===== src/rtl/bmp_pixel_writer.sv =====
// Copies a rectangular source region into a byte-addressed BMP body:
// bottom-up rows, B,G,R byte order, rows zero-padded to a 4-byte multiple.
module bmp_pixel_writer #(
  parameter int SRC_WIDTH = 640,
  parameter int SRC_AW    = 19,
  parameter int HDR_BYTES = 54
) (
  input  logic              clk,
  input  logic              rst_n,
  input  logic              start,
  output logic              done,
  input  logic [10:0]       xMin,
  input  logic [10:0]       xMax,
  input  logic [10:0]       yMin,
  input  logic [10:0]       yMax,
  output logic              src_rden,
  output logic [SRC_AW-1:0] src_addr,
  input  logic [23:0]       src_rddata,
  output logic [23:0]       addr,
  output logic              wren,
  output logic [15:0]       wrdata
);

  // state   | meaning
  // IDLE    | waiting for start after reset
  // READ    | source read strobe for pixel (x,y)
  // WR_B    | write blue byte straight from read data, capture pixel
  // WR_G    | write green byte from pixel register
  // WR_R    | write red byte, advance x or finish the row's pixels
  // PAD     | write zero padding bytes at end of row
  // DONE    | copy finished (or bounds invalid), waiting for restart
  typedef enum logic [2:0] {
    S_IDLE,
    S_READ,
    S_WR_B,
    S_WR_G,
    S_WR_R,
    S_PAD,
    S_DONE
  } state_t;

  state_t      state_q, state_d;
  logic [10:0] xmin_q, xmin_d;
  logic [10:0] xmax_q, xmax_d;
  logic [10:0] ymin_q, ymin_d;
  logic [10:0] x_q, x_d;
  logic [10:0] y_q, y_d;
  logic [23:0] off_q, off_d;
  logic [1:0]  pad_q, pad_d;
  logic [1:0]  padcnt_q, padcnt_d;
  logic [23:0] pix_q, pix_d;
  logic        end_row;

  always_ff @(posedge clk) begin
    if (!rst_n) begin
      state_q  <= S_IDLE;
      xmin_q   <= '0;
      xmax_q   <= '0;
      ymin_q   <= '0;
      x_q      <= '0;
      y_q      <= '0;
      off_q    <= '0;
      pad_q    <= '0;
      padcnt_q <= '0;
      pix_q    <= '0;
    end else begin
      state_q  <= state_d;
      xmin_q   <= xmin_d;
      xmax_q   <= xmax_d;
      ymin_q   <= ymin_d;
      x_q      <= x_d;
      y_q      <= y_d;
      off_q    <= off_d;
      pad_q    <= pad_d;
      padcnt_q <= padcnt_d;
      pix_q    <= pix_d;
    end
  end

  always_comb begin
    state_d  = state_q;
    xmin_d   = xmin_q;
    xmax_d   = xmax_q;
    ymin_d   = ymin_q;
    x_d      = x_q;
    y_d      = y_q;
    off_d    = off_q;
    pad_d    = pad_q;
    padcnt_d = padcnt_q;
    pix_d    = pix_q;
    end_row  = 1'b0;

    case (state_q)
      S_IDLE, S_DONE: begin
        if (start) begin
          xmin_d   = xMin;
          xmax_d   = xMax;
          ymin_d   = yMin;
          x_d      = xMin;
          y_d      = yMax;
          off_d    = '0;
          padcnt_d = '0;
          // Only W mod 4 matters for padding: 3W + pad == 0 (mod 4).
          pad_d    = xMax[1:0] - xMin[1:0] + 2'd1;
          if ((xMax < xMin) || (yMax < yMin)) begin
            state_d = S_DONE;
          end else begin
            state_d = S_READ;
          end
        end
      end

      S_READ: begin
        state_d = S_WR_B;
      end

      S_WR_B: begin
        pix_d   = src_rddata;
        off_d   = off_q + 24'd1;
        state_d = S_WR_G;
      end

      S_WR_G: begin
        off_d   = off_q + 24'd1;
        state_d = S_WR_R;
      end

      S_WR_R: begin
        off_d = off_q + 24'd1;
        if (x_q < xmax_q) begin
          x_d     = x_q + 11'd1;
          state_d = S_READ;
        end else if (pad_q != 2'd0) begin
          state_d = S_PAD;
        end else begin
          end_row = 1'b1;
        end
      end

      S_PAD: begin
        off_d = off_q + 24'd1;
        if (padcnt_q == pad_q - 2'd1) begin
          padcnt_d = '0;
          end_row  = 1'b1;
        end else begin
          padcnt_d = padcnt_q + 2'd1;
        end
      end

      default: begin
        state_d = S_IDLE;
      end
    endcase

    // Rows are emitted bottom-up, so y walks from yMax down to yMin.
    if (end_row) begin
      if (y_q > ymin_q) begin
        y_d     = y_q - 11'd1;
        x_d     = xmin_q;
        state_d = S_READ;
      end else begin
        state_d = S_DONE;
      end
    end
  end

  always_comb begin
    done     = (state_q == S_DONE);
    src_rden = (state_q == S_READ);
    src_addr = '0;
    wren     = 1'b0;
    wrdata   = '0;
    addr     = '0;

    if (state_q == S_READ) begin
      src_addr = SRC_AW'(y_q) * SRC_AW'(SRC_WIDTH) + SRC_AW'(x_q);
    end

    if ((state_q != S_IDLE) && (state_q != S_DONE)) begin
      addr = 24'(HDR_BYTES) + off_q;
    end

    // Blue is forwarded from the read port since the pixel register
    // only captures it at the end of this same cycle.
    case (state_q)
      S_WR_B: begin
        wren   = 1'b1;
        wrdata = {8'h00, src_rddata[7:0]};
      end
      S_WR_G: begin
        wren   = 1'b1;
        wrdata = {8'h00, pix_q[15:8]};
      end
      S_WR_R: begin
        wren   = 1'b1;
        wrdata = {8'h00, pix_q[23:16]};
      end
      S_PAD: begin
        wren   = 1'b1;
        wrdata = 16'h0000;
      end
      default: begin
        wren   = 1'b0;
      end
    endcase
  end

endmodule


===== config.mk =====
export PLATFORM = sky130hd
export DESIGN_NAME = bmp_pixel_writer
export DESIGN_NICKNAME = d
export VERILOG_FILES = /design/src/rtl/bmp_pixel_writer.sv
export SDC_FILE = /design/constraint.sdc
export NUM_CORES = 1
export LEC_CHECK = 0
export ABC_CLOCK_PERIOD_IN_PS = 7900
export BUFFER_PORTS_ARGS = -buffer_cell sky130_fd_sc_hd__buf_4
export CAP_MARGIN = 20
export CORE_UTILIZATION = 61
export DETAILED_ROUTE_END_ITERATION = 7
export GPL_TIMING_DRIVEN = 0
export PLACE_DENSITY_LB_ADDON = 0.3
export SLEW_MARGIN = 20
export SYNTH_ARGS = -nofsm -noshare
export SYNTH_HDL_FRONTEND = slang
export SYNTH_SLANG_ARGS = --single-unit

===== constraint.sdc =====
create_clock -name clk -period 7.9 [get_ports clk]
set_clock_uncertainty 0.2 [all_clocks]
set_input_delay 1.58 -clock clk [delete_from_list [all_inputs] [get_ports clk]]
set_output_delay 1.58 -clock clk [all_outputs]
set_load 0.005 [all_outputs]

[Word-level counts from Yosys, hierarchy flattened]
Index checks and enable logic that the tools add are counted.
Storage, ports and cells
  RAM bits: 0
  memories kept: 0
  output and inout port bits: 62
  word-level logic and storage cells: 78
  latch bits: 0
  bits in registers: 110
  bits in read-only memories: 0
  bits of input ports: 71
Cells by class
  divide/modulo/power cells: 0
  equal/unequal tests: 12
  multipliers: 1
  add/subtract/negate cells: 9
  order comparisons: 4
  bitwise logic cells: 0
  reduce and logical (&&, ||, !) cells: 13
  muxes and demuxes: 29
  shift-type cells: 0
Operators by type and width (number)
  $mux W11: 8
  $mux W24: 2
  $pmux W24 S2: 1
  $lt A11 B11 Y1: 3
  $add A24 B1 Y24 const B: 1
  $add A6 B24 Y24 const A: 1
  $pmux W8 S3: 1
  $pmux W11 S2: 1
  $add A19 B11 Y19: 1
  $mux W19: 1
  $mux W3: 6
  $pmux W3 S6: 1
  $mul A11 B3 Y12 const B: 1
  $add A11 B1 Y11 const B: 1
  $gt A11 B11 Y1: 1
  $sub A11 B1 Y11 const B: 1
  $eq A3 B3 Y1 const B: 3
  $eq A3 B2 Y1 const B: 2
  $ne A3 B3 Y1 const B: 2
  $reduce_and A2 Y1: 3
  $reduce_bool A2 Y1: 3
  $add A2 B1 Y2 const B: 2
  $mux W1: 4
  $mux W2: 2
  15 further kinds: 16

[Longest topological paths before layout]
Gate-level depths: netlist of run 1.
  word-level depth: 6
  gate-level depth with buffers: 11
  mapped depth without buffers: 10

[Least setup slack after synthesis of run 1]
No wires, ideal clock.
  kind: flip-flop to output port
  start point: reg y_q[1]
  end point: out src_addr[18]
  arrival time: 2.883 ns
  cell stages (with the launch flop): 11
  setup slack: 3.237 ns
  path buffers: 0
  data required time: 6.120 ns
  path through: dfxtp_1 ha_1 ha_1 fa_1 a211oi_2 nor2_1 or4_1 a211o_1 nor3_2 a21oi_1 nor3_2
Between the ends
  cells in the longest elaborated chain, start to end: 3
RTL lines
  from (decl): RTL line 47  | logic [10:0] y_q, y_d;
  from (signal assigned): RTL line 72  | y_q <= y_d;
  $mul A11 B3 Y12: RTL line 176  | src_addr = SRC_AW'(y_q) * SRC_AW'(SRC_WIDTH) + SRC_AW'(x_q);
  $add A19 B11 Y19: RTL line 176
  $mux W19: RTL line 175  | if (state_q == S_READ) begin
  to (decl): RTL line 17  | output logic [SRC_AW-1:0] src_addr,
Every way passes these cells.

[Worst setup path after layout of run 1]
  start point: reg y_q[3]
  end point: out src_addr[18]
Same word-level chain as after synthesis.

==> flow_metrics.tcl, run 1 <==
set metrics [dict create \
    initial_core_util_pct 63.87 \
    utilization_pct 77.21 \
    wl_per_cell_um 15.72 \
    hold-path-cell-count 2 \
    cts_tree "built" \
    synthArstFlopShare_pct 0 \
    period_share_pct 68.30 \
    synth_edf_count 0 \
    fmax_mhz 185.3 \
    setup_violations 0 \
    status "completed" \
    wl_mm 19.28 \
    clock_sinks 102 \
    clk_path_buf_depth 2 \
    ys_ff_latch 102 \
    ys_seq_area_share_pct 28.98 \
    met2_usage_pct 57.73 \
    end_kind "output pin" \
    r2r_cells 8 \
    worstHoldStart "xmin_q[5]" \
    grt_max_degree 20 \
    antenna_left 0 \
    grt_use_met1_pct 39.29 \
    grt_pass1_wl_mm 30.85 \
    setup_slack_ns 2.504 \
    hold_viol 0 \
    p_leak_nw 3.658 \
    relSlewSlack_pct 53.81 \
    hpwl_mm 14.41 \
    min_path_type "flip-flop to flip-flop" \
    post-place-ws_ns 2.881 \
    place_area_mm2 0.008178 \
    antenna_found_initial 0 \
    cts_hold_buf 0 \
    initialDrtViolationCount 468 \
    worst_pin_slew_ns 0.6929 \
    via_per_inst 5.897 \
    synth_cell_type_count 68 \
    drv_cap 0 \
    diodes 0 \
    ys_warn_count 0 \
    ir_worst_vdd_v 0.0001833 \
    syn_inst 939 \
    crit_fanout 7 \
    routabilityCongestion 0.8915 \
    finalInstanceArea_mm2 0.008517 \
    rr_startpoint "x_q[8]" \
    r2r_setup_slack_ns 4.81 \
    numCtsBuffers 9 \
    vias 7230 \
    die_area_mm2 0.01198 \
    grt_pass1_vias 6733 \
    min_to "xmin_q[5]" \
    timing.rr.end "x_q[8]" \
    grt_use_total_pct 32.75 \
    synth-main-ff-cell "dfxtp_1" \
    met3_usage_pct 5.216 \
    fillers 861 \
    port_buffers 124 \
    startpoint_type "flip-flop" \
    drt-pass1-iter-count 6 \
    syn_area_per_cell_um2 7.503 \
    startpoint "y_q[3]" \
    grt_overflow 0 \
    drcViolationCount 0 \
    finalSetupTns_ns 0 \
    rows 38 \
    worstPathRequired_ns 6.12 \
    ctsResizeCount 0 \
    critical_path_arrival_ns 3.62 \
    busiest_layer "met2" \
    drive_gt1_share_pct 15.84 \
    p_per_area_mw_per_mm2 287.1 \
    cts_setup_buffers 0 \
    cts_max_level 3 \
    min_period_ns 5.396 \
    die_h_um 109.5 \
    io_pins 133 \
    core_area_mm2 0.01103 \
    rsz0062_at_grt "no" \
    clk_pin_slew_ns 0.07 \
    critPathKind "flip-flop to output pin" \
    clockRootBuffer "clkbuf_16" \
    insertion_delay_ns 0.35 \
    dieWidth_um 109.5 \
    area_delta_synth_final_pct 20.88 \
    final_nets 1224 \
    slew_violations 0 \
    syn_area_mm2 0.007046 \
]
sequential cells by signal, summed over array words and instances (netlist names):
name / cells
pix_q: 16
ymin_q: 11
xmax_q: 11
pad_q: 2
off_q: 24
xmin_q: 11
x_q: 11
padcnt_q: 2
y_q: 11
state_q: 3
metal layers:
metal  wire length [um]  share of wire, %
met1               7851                41
met2               9210                48
met3               1426               7.4
met4                788               4.1
met5                  0                 0
cell usage after synthesis, drive strengths merged (6+ instances only):
| master | number | area [um2] |
|---|---|---|
| nand3 | 19 | 100.1 |
| and3 | 9 | 56.30 |
| o22ai | 7 | 43.79 |
| nor3 | 15 | 106.4 |
| a211oi | 12 | 95.09 |
| o21ai | 48 | 244.0 |
| dfxtp | 102 | 2042 |
| ha | 70 | 875.8 |
| a21o | 7 | 52.55 |
| o211ai | 6 | 45.04 |
| inv | 56 | 215.2 |
| xnor2 | 22 | 192.7 |
| nand4 | 13 | 81.33 |
| nand2b | 6 | 45.04 |
| clkbuf | 35 | 131.4 |
| mux2i | 10 | 100.1 |
| nand2 | 160 | 603.1 |
| xor2 | 27 | 236.5 |
| a21oi | 99 | 495.5 |
| and2 | 13 | 81.33 |
| nor2 | 86 | 322.8 |
| nor2b | 12 | 90.09 |
| buf | 19 | 123.9 |
| a31oi | 13 | 81.33 |
| or3 | 12 | 75.07 |
cell families (layout without fill, tap and decap cells):
logic type,after synthesis,after routing,synth area share (%)
muxes,11,11,1.581
buffers and inverters,110,250,6.677
and+or+nand+nor,368,368,24.49
xor gates and xnor gates,49,49,6.091
AOI/OAI and AO/OA,226,226,19.13
adders and majority gates,72,72,13.00
DFF,102,102,28.98
other,1,8,0.05323
how the worst max path moves through the flow:
| stage | end | slack, ns | cells after the start |
|---|---|---|---|
| detailed placement | src_addr[18] | 2.88 | 11 |
| floorplan | src_addr[18] | 3.24 | 10 |
| finish | src_addr[18] | 2.50 | 11 |
| global route | src_addr[18] | 2.32 | 11 |
| global placement | src_addr[18] | 2.94 | 11 |
| CTS | src_addr[18] | 2.51 | 11 |
through the flow:
step	hold WS, ns	instances	power [W]
floorplan	0.2318	946	0.001526
CTS	0.2556	1226	0.002416
finish	0.2508	1226	0.002445
global route	0.2724	1226	0.002612
detailed placement	0.2453	1210	0.001905
global placement	0.2389	1210	0.001865
placed cells by master (no fill, tap or decap), types with 4 or more instances in the layout:
master / synthesis / routed
nor2_1: 86 / 86
o21ai_0: 42 / 42
nor2b_1: 10 / 10
inv_6: 1 / 4
a21o_1: 7 / 7
ha_1: 70 / 70
o22ai_1: 7 / 7
xnor2_1: 22 / 22
a211oi_1: 11 / 11
and3_1: 9 / 9
o21ai_1: 5 / 5
or3_1: 12 / 12
o31a_1: 4 / 4
nor3_2: 4 / 4
nand3_1: 18 / 18
dfxtp_1: 102 / 102
conb_1: 1 / 8
and2_1: 13 / 13
nand4_1: 13 / 13
nand2b_1: 5 / 5
clkbuf_1: 35 / 35
inv_1: 54 / 54
xor2_1: 27 / 27
a31oi_1: 13 / 13
buf_2: 6 / 6
o211ai_1: 6 / 6
mux2i_1: 10 / 10
nand2_1: 159 / 159
or4_1: 5 / 5
nor3_1: 10 / 10
buf_4: 8 / 132
clkbuf_16: 0 / 9
nor3b_1: 4 / 4
a21oi_1: 99 / 99
nor4_1: 5 / 5
worst max-delay path, cell delays in order, from the launching register on:
cell and delay, ns:
dfxtp_1 0.49, ha_1 0.29, ha_1 0.24, fa_1 0.45, a211oi_2 0.20, nor2_1 0.10
or4_1 0.56, a211o_1 0.34, nor3_2 0.21, a21oi_1 0.10, nor3_2 0.16, buf_4 0.13
where the power goes:
part | internal [W] | switching [W] | total (W)
logic | 0.000469 | 0.000722 | 0.00119
registers | 0.000618 | 0.000131 | 0.000749
clock network | 0.000287 | 0.000218 | 0.000505
layout make-up:
cell class / instances / area (um2) / share of cell area, %
flip-flops and latches: 102 / 2042 / 23.98
multi-input cells: 734 / 4559 / 53.53
repair buffers: 124 / 930.9 / 10.93
inverters: 56 / 215.2 / 2.527
clock inverters: 7 / 113.9 / 1.337
well taps: 140 / 175.2 / 2.057
clock buffers: 9 / 225.2 / 2.644
plain buffers: 54 / 255.2 / 2.997
(Power assumes the default switching activity.)
==> run 2: changes to the inputs <==
- ABC_AREA: unset -> 1
- ABC_CLOCK_PERIOD_IN_PS: 7900 -> 4500
- CORE_UTILIZATION: 61 -> 52
- clock period: 7.9 -> 4.5 ns (I/O delays scaled with it)
==> run 2 against run 1 <==
Sequential cell count is the same; global-route usage decreased by 3.6 points; non-clock buffer count is 13 lower; final area grew 9.0%; register-to-register slack lost 3.1 ns; die area grew 28%; clock power grew 91%; area after synthesis rose by 9.9%; via count up 13%; highest routed layer unchanged.
==> flow_metrics.tcl, run 2 <==
set metrics [dict create \
    status "completed" \
    finalSetupTns_ns 0 \
    cts_hold_buf 0 \
    syn_area_per_cell_um2 6.426 \
    cts_setup_buffers 0 \
    slowest_stage "fa_1" \
    syn_area_mm2 0.007744 \
    area_delta_synth_final_pct 19.92 \
    p_per_area_mw_per_mm2 561.7 \
    drv_cap 0 \
    total_power_w 0.005217 \
    synth_mux_area_share_pct 0 \
    io_pins 133 \
    via_per_inst 5.344 \
    hpwl_mm 16.99 \
    routabilityCongestion 0.9415 \
    cpMostUsedCell "nand2_1" \
    synth_area_leaders "dfxtp_1 26%, nand2_1 13%, ha_1 11%" \
    stdcell_count 1535 \
    worstPathRequired_ns 3.40 \
    synthAdderAreaFrac_pct 11.83 \
    die_h_um 124.0 \
    synth_cell_type_count 46 \
    yosys.area_share.xor_xnor_pct 2.714 \
    post-place-ws_ns 0.6580 \
    vias 8203 \
    grt_pass1_wl_mm 34.78 \
    p_leak_nw 4.487 \
    relSlewSlack_pct 40.95 \
    initial_core_util_pct 53.28 \
    cts_tree "built" \
    synthArstFlopShare_pct 0 \
    end_kind "output pin" \
    setup_slack_ns 0.2762 \
    rsz0062_at_grt "no" \
    insertion_delay_ns 0.36 \
    synth_compound_area_share_pct 16.76 \
    worst_pin_slew_ns 0.8810 \
    r2r_cells 14 \
    core_area_mm2 0.01453 \
    startpoint_type "flip-flop" \
    wl_per_cell_um 14.38 \
    synthTopCellsByCount "260 x nand2_1, 170 x inv_1, 134 x nor2_1" \
    clk_pin_slew_ns 0.07 \
    grt_use_total_pct 29.13 \
    drt-pass1-iter-count 7 \
    diodes 0 \
    yosysTopAreaCellShare_pct 26.37 \
    worstHoldStart "pix_q[12]" \
    port_buffers 123 \
    period_share_pct 93.86 \
    grt_max_degree 17 \
    largest_register "off_q" \
    synth_edf_count 0 \
    clk_path_buf_depth 2 \
    numCtsBuffers 9 \
    clockRootBuffer "clkbuf_16" \
    antenna_left 0 \
    ys_ff_latch 102 \
    drcViolationCount 0 \
    dieWidth_um 124.0 \
    ctsResizeCount 0 \
    place_area_mm2 0.008924 \
    synth-simple-area-share_pct 30.47 \
    ys_seq_area_share_pct 26.37 \
    setup_violations 0 \
    largest_reg_flops 24 \
    initialDrtViolationCount 633 \
    syn_inst 1205 \
    cp_top_family "adder cells" \
    critPathBufInv 1 \
    synth-main-ff-cell "dfxtp_1" \
    finalInstanceArea_mm2 0.009286 \
    critical_path_arrival_ns 3.12 \
    place_inst 1519 \
    ir_worst_vdd_v 0.0003452 \
    timing.rr.end "y_q[5]" \
    grt_overflow 0 \
    hold-path-cell-count 2 \
    synth_top_family_by_area "simple AND/OR/NAND/NOR gates" \
    min_path_type "flip-flop to flip-flop" \
    ys_warn_count 0 \
    worst_path_largest_cell_delay_ns 0.56 \
    hold_viol 0 \
    r2r_setup_slack_ns 1.73 \
    antenna_found_initial 0 \
    cts_max_level 3 \
    final_cell_mix "260 x nand2_1, 170 x inv_1, 134 x nor2_1, 132 x buf_4, 124 x a21oi_1" \
    yosysTopAreaCell "dfxtp_1" \
    min_period_ns 4.224 \
    slew_violations 0 \
    drive_gt1_share_pct 14.36 \
    die_area_mm2 0.01538 \
    rows 44 \
    grt_pass1_vias 7359 \
    fmax_mhz 236.8 \
    clock_sinks 102 \
    rr_startpoint "x_q[8]" \
    final_nets 1489 \
    largestRegisters "off_q x24, pix_q x16" \
    cp_cell_sequence "ha_1, ha_1, fa_1, nand2_1, nor2_1, nand2_1, nand3_1, nand2_1, nor3_1, nand4_1, nand2_1, nand2_1, nor2_1, buf_4" \
    crit_fanout 6 \
    critPathKind "flip-flop to output pin" \
    mostFrequentLayoutCell "nand2_1" \
    synth_most_common_cell "nand2_1" \
    min_to "pix_q[12]" \
    wl_mm 22.07 \
]
run 2: changes by cell type in the layout (fill, tap and decap cells not counted), moves of 11 or more:
cell      change
inv_1       +116
nand2_1     +101
nand3_1      +52
o21ai_0      +51
nor2_1       +48
a21oi_1      +25
xnor2_1      -17
nor3_1       +16
clkbuf_1     -15
or3_1        -12
a31oi_1      -11
run 2: cells by family after synthesis:
kind of cell,after synthesis
xor gates and xnor gates,24
AOI/OAI and AO/OA,246
adders and majority gates,72
buffers and inverters,222
DFF,102
and+or+nand+nor,538
other,1
run 2: stage by stage:
| step | util [%] | hold slack (ns) |
|---|---|---|
| 6_report | 63.89 | 0.2544 |
| 2_1_floorplan | - | 0.2294 |
| 4_1_cts | 63.89 | 0.2567 |
| 5_1_grt | 63.89 | 0.2649 |
| 3_3_place_gp | 61.40 | 0.2409 |
| 3_5_place_dp | 61.40 | 0.2471 |
run 2: final cells by class:
type / instances / area (um2)
Clock inverter: 6 / 133.9
Tap cell: 184 / 230.2
Buffer: 42 / 232.7
Inverter: 180 / 681.9
Clock buffer: 10 / 229.0
Fill cell: 1380 / 5248
Timing Repair Buffer: 123 / 923.4
Multi-Input combinational cell: 888 / 4813
Sequential cell: 102 / 2042
run 2: how the worst max path moves through the flow:
| stage | slack [ns] | from | depth (start not counted) | end |
|---|---|---|---|---|
| 6_report | 0.28 | y_q[1] | 14 | src_addr[18] |
| 5_1_grt | 0.01 | y_q[1] | 14 | src_addr[18] |
| 4_1_cts | 0.26 | y_q[1] | 14 | src_addr[18] |
| 3_5_place_dp | 0.66 | y_q[1] | 14 | src_addr[18] |
| 3_3_place_gp | 0.68 | y_q[1] | 14 | src_addr[18] |
| 2_1_floorplan | 1.04 | y_q[1] | 13 | src_addr[18] |
run 2: worst reg2reg max path, delay by kind of cell, from the launching register on:
kind	cells	cell delay, ns
AND/OR/NAND/NOR	10	1.14
adder cells (fa/ha/maj)	1	0.33
flip-flops	1	0.56
buffers and inverters	3	0.43
run 2: power breakdown:
group	internal (W)	total (W)	switching, W	leakage [nW]
Combinational	0.00105	0.00290	0.00185	3.48
Clock	0.000601	0.000963	0.000362	0.177
Sequential	0.00113	0.00135	0.000217	0.834
run 2: metal layers:
layer	global-route usage, %	vias to the layer above	share of wire, %
li1	-	4189	-
met1	34.79	3694	43
met2	51.70	284	48
met3	5.769	36	7.1
met4	10.04	0	2.3
met5	0	-	0
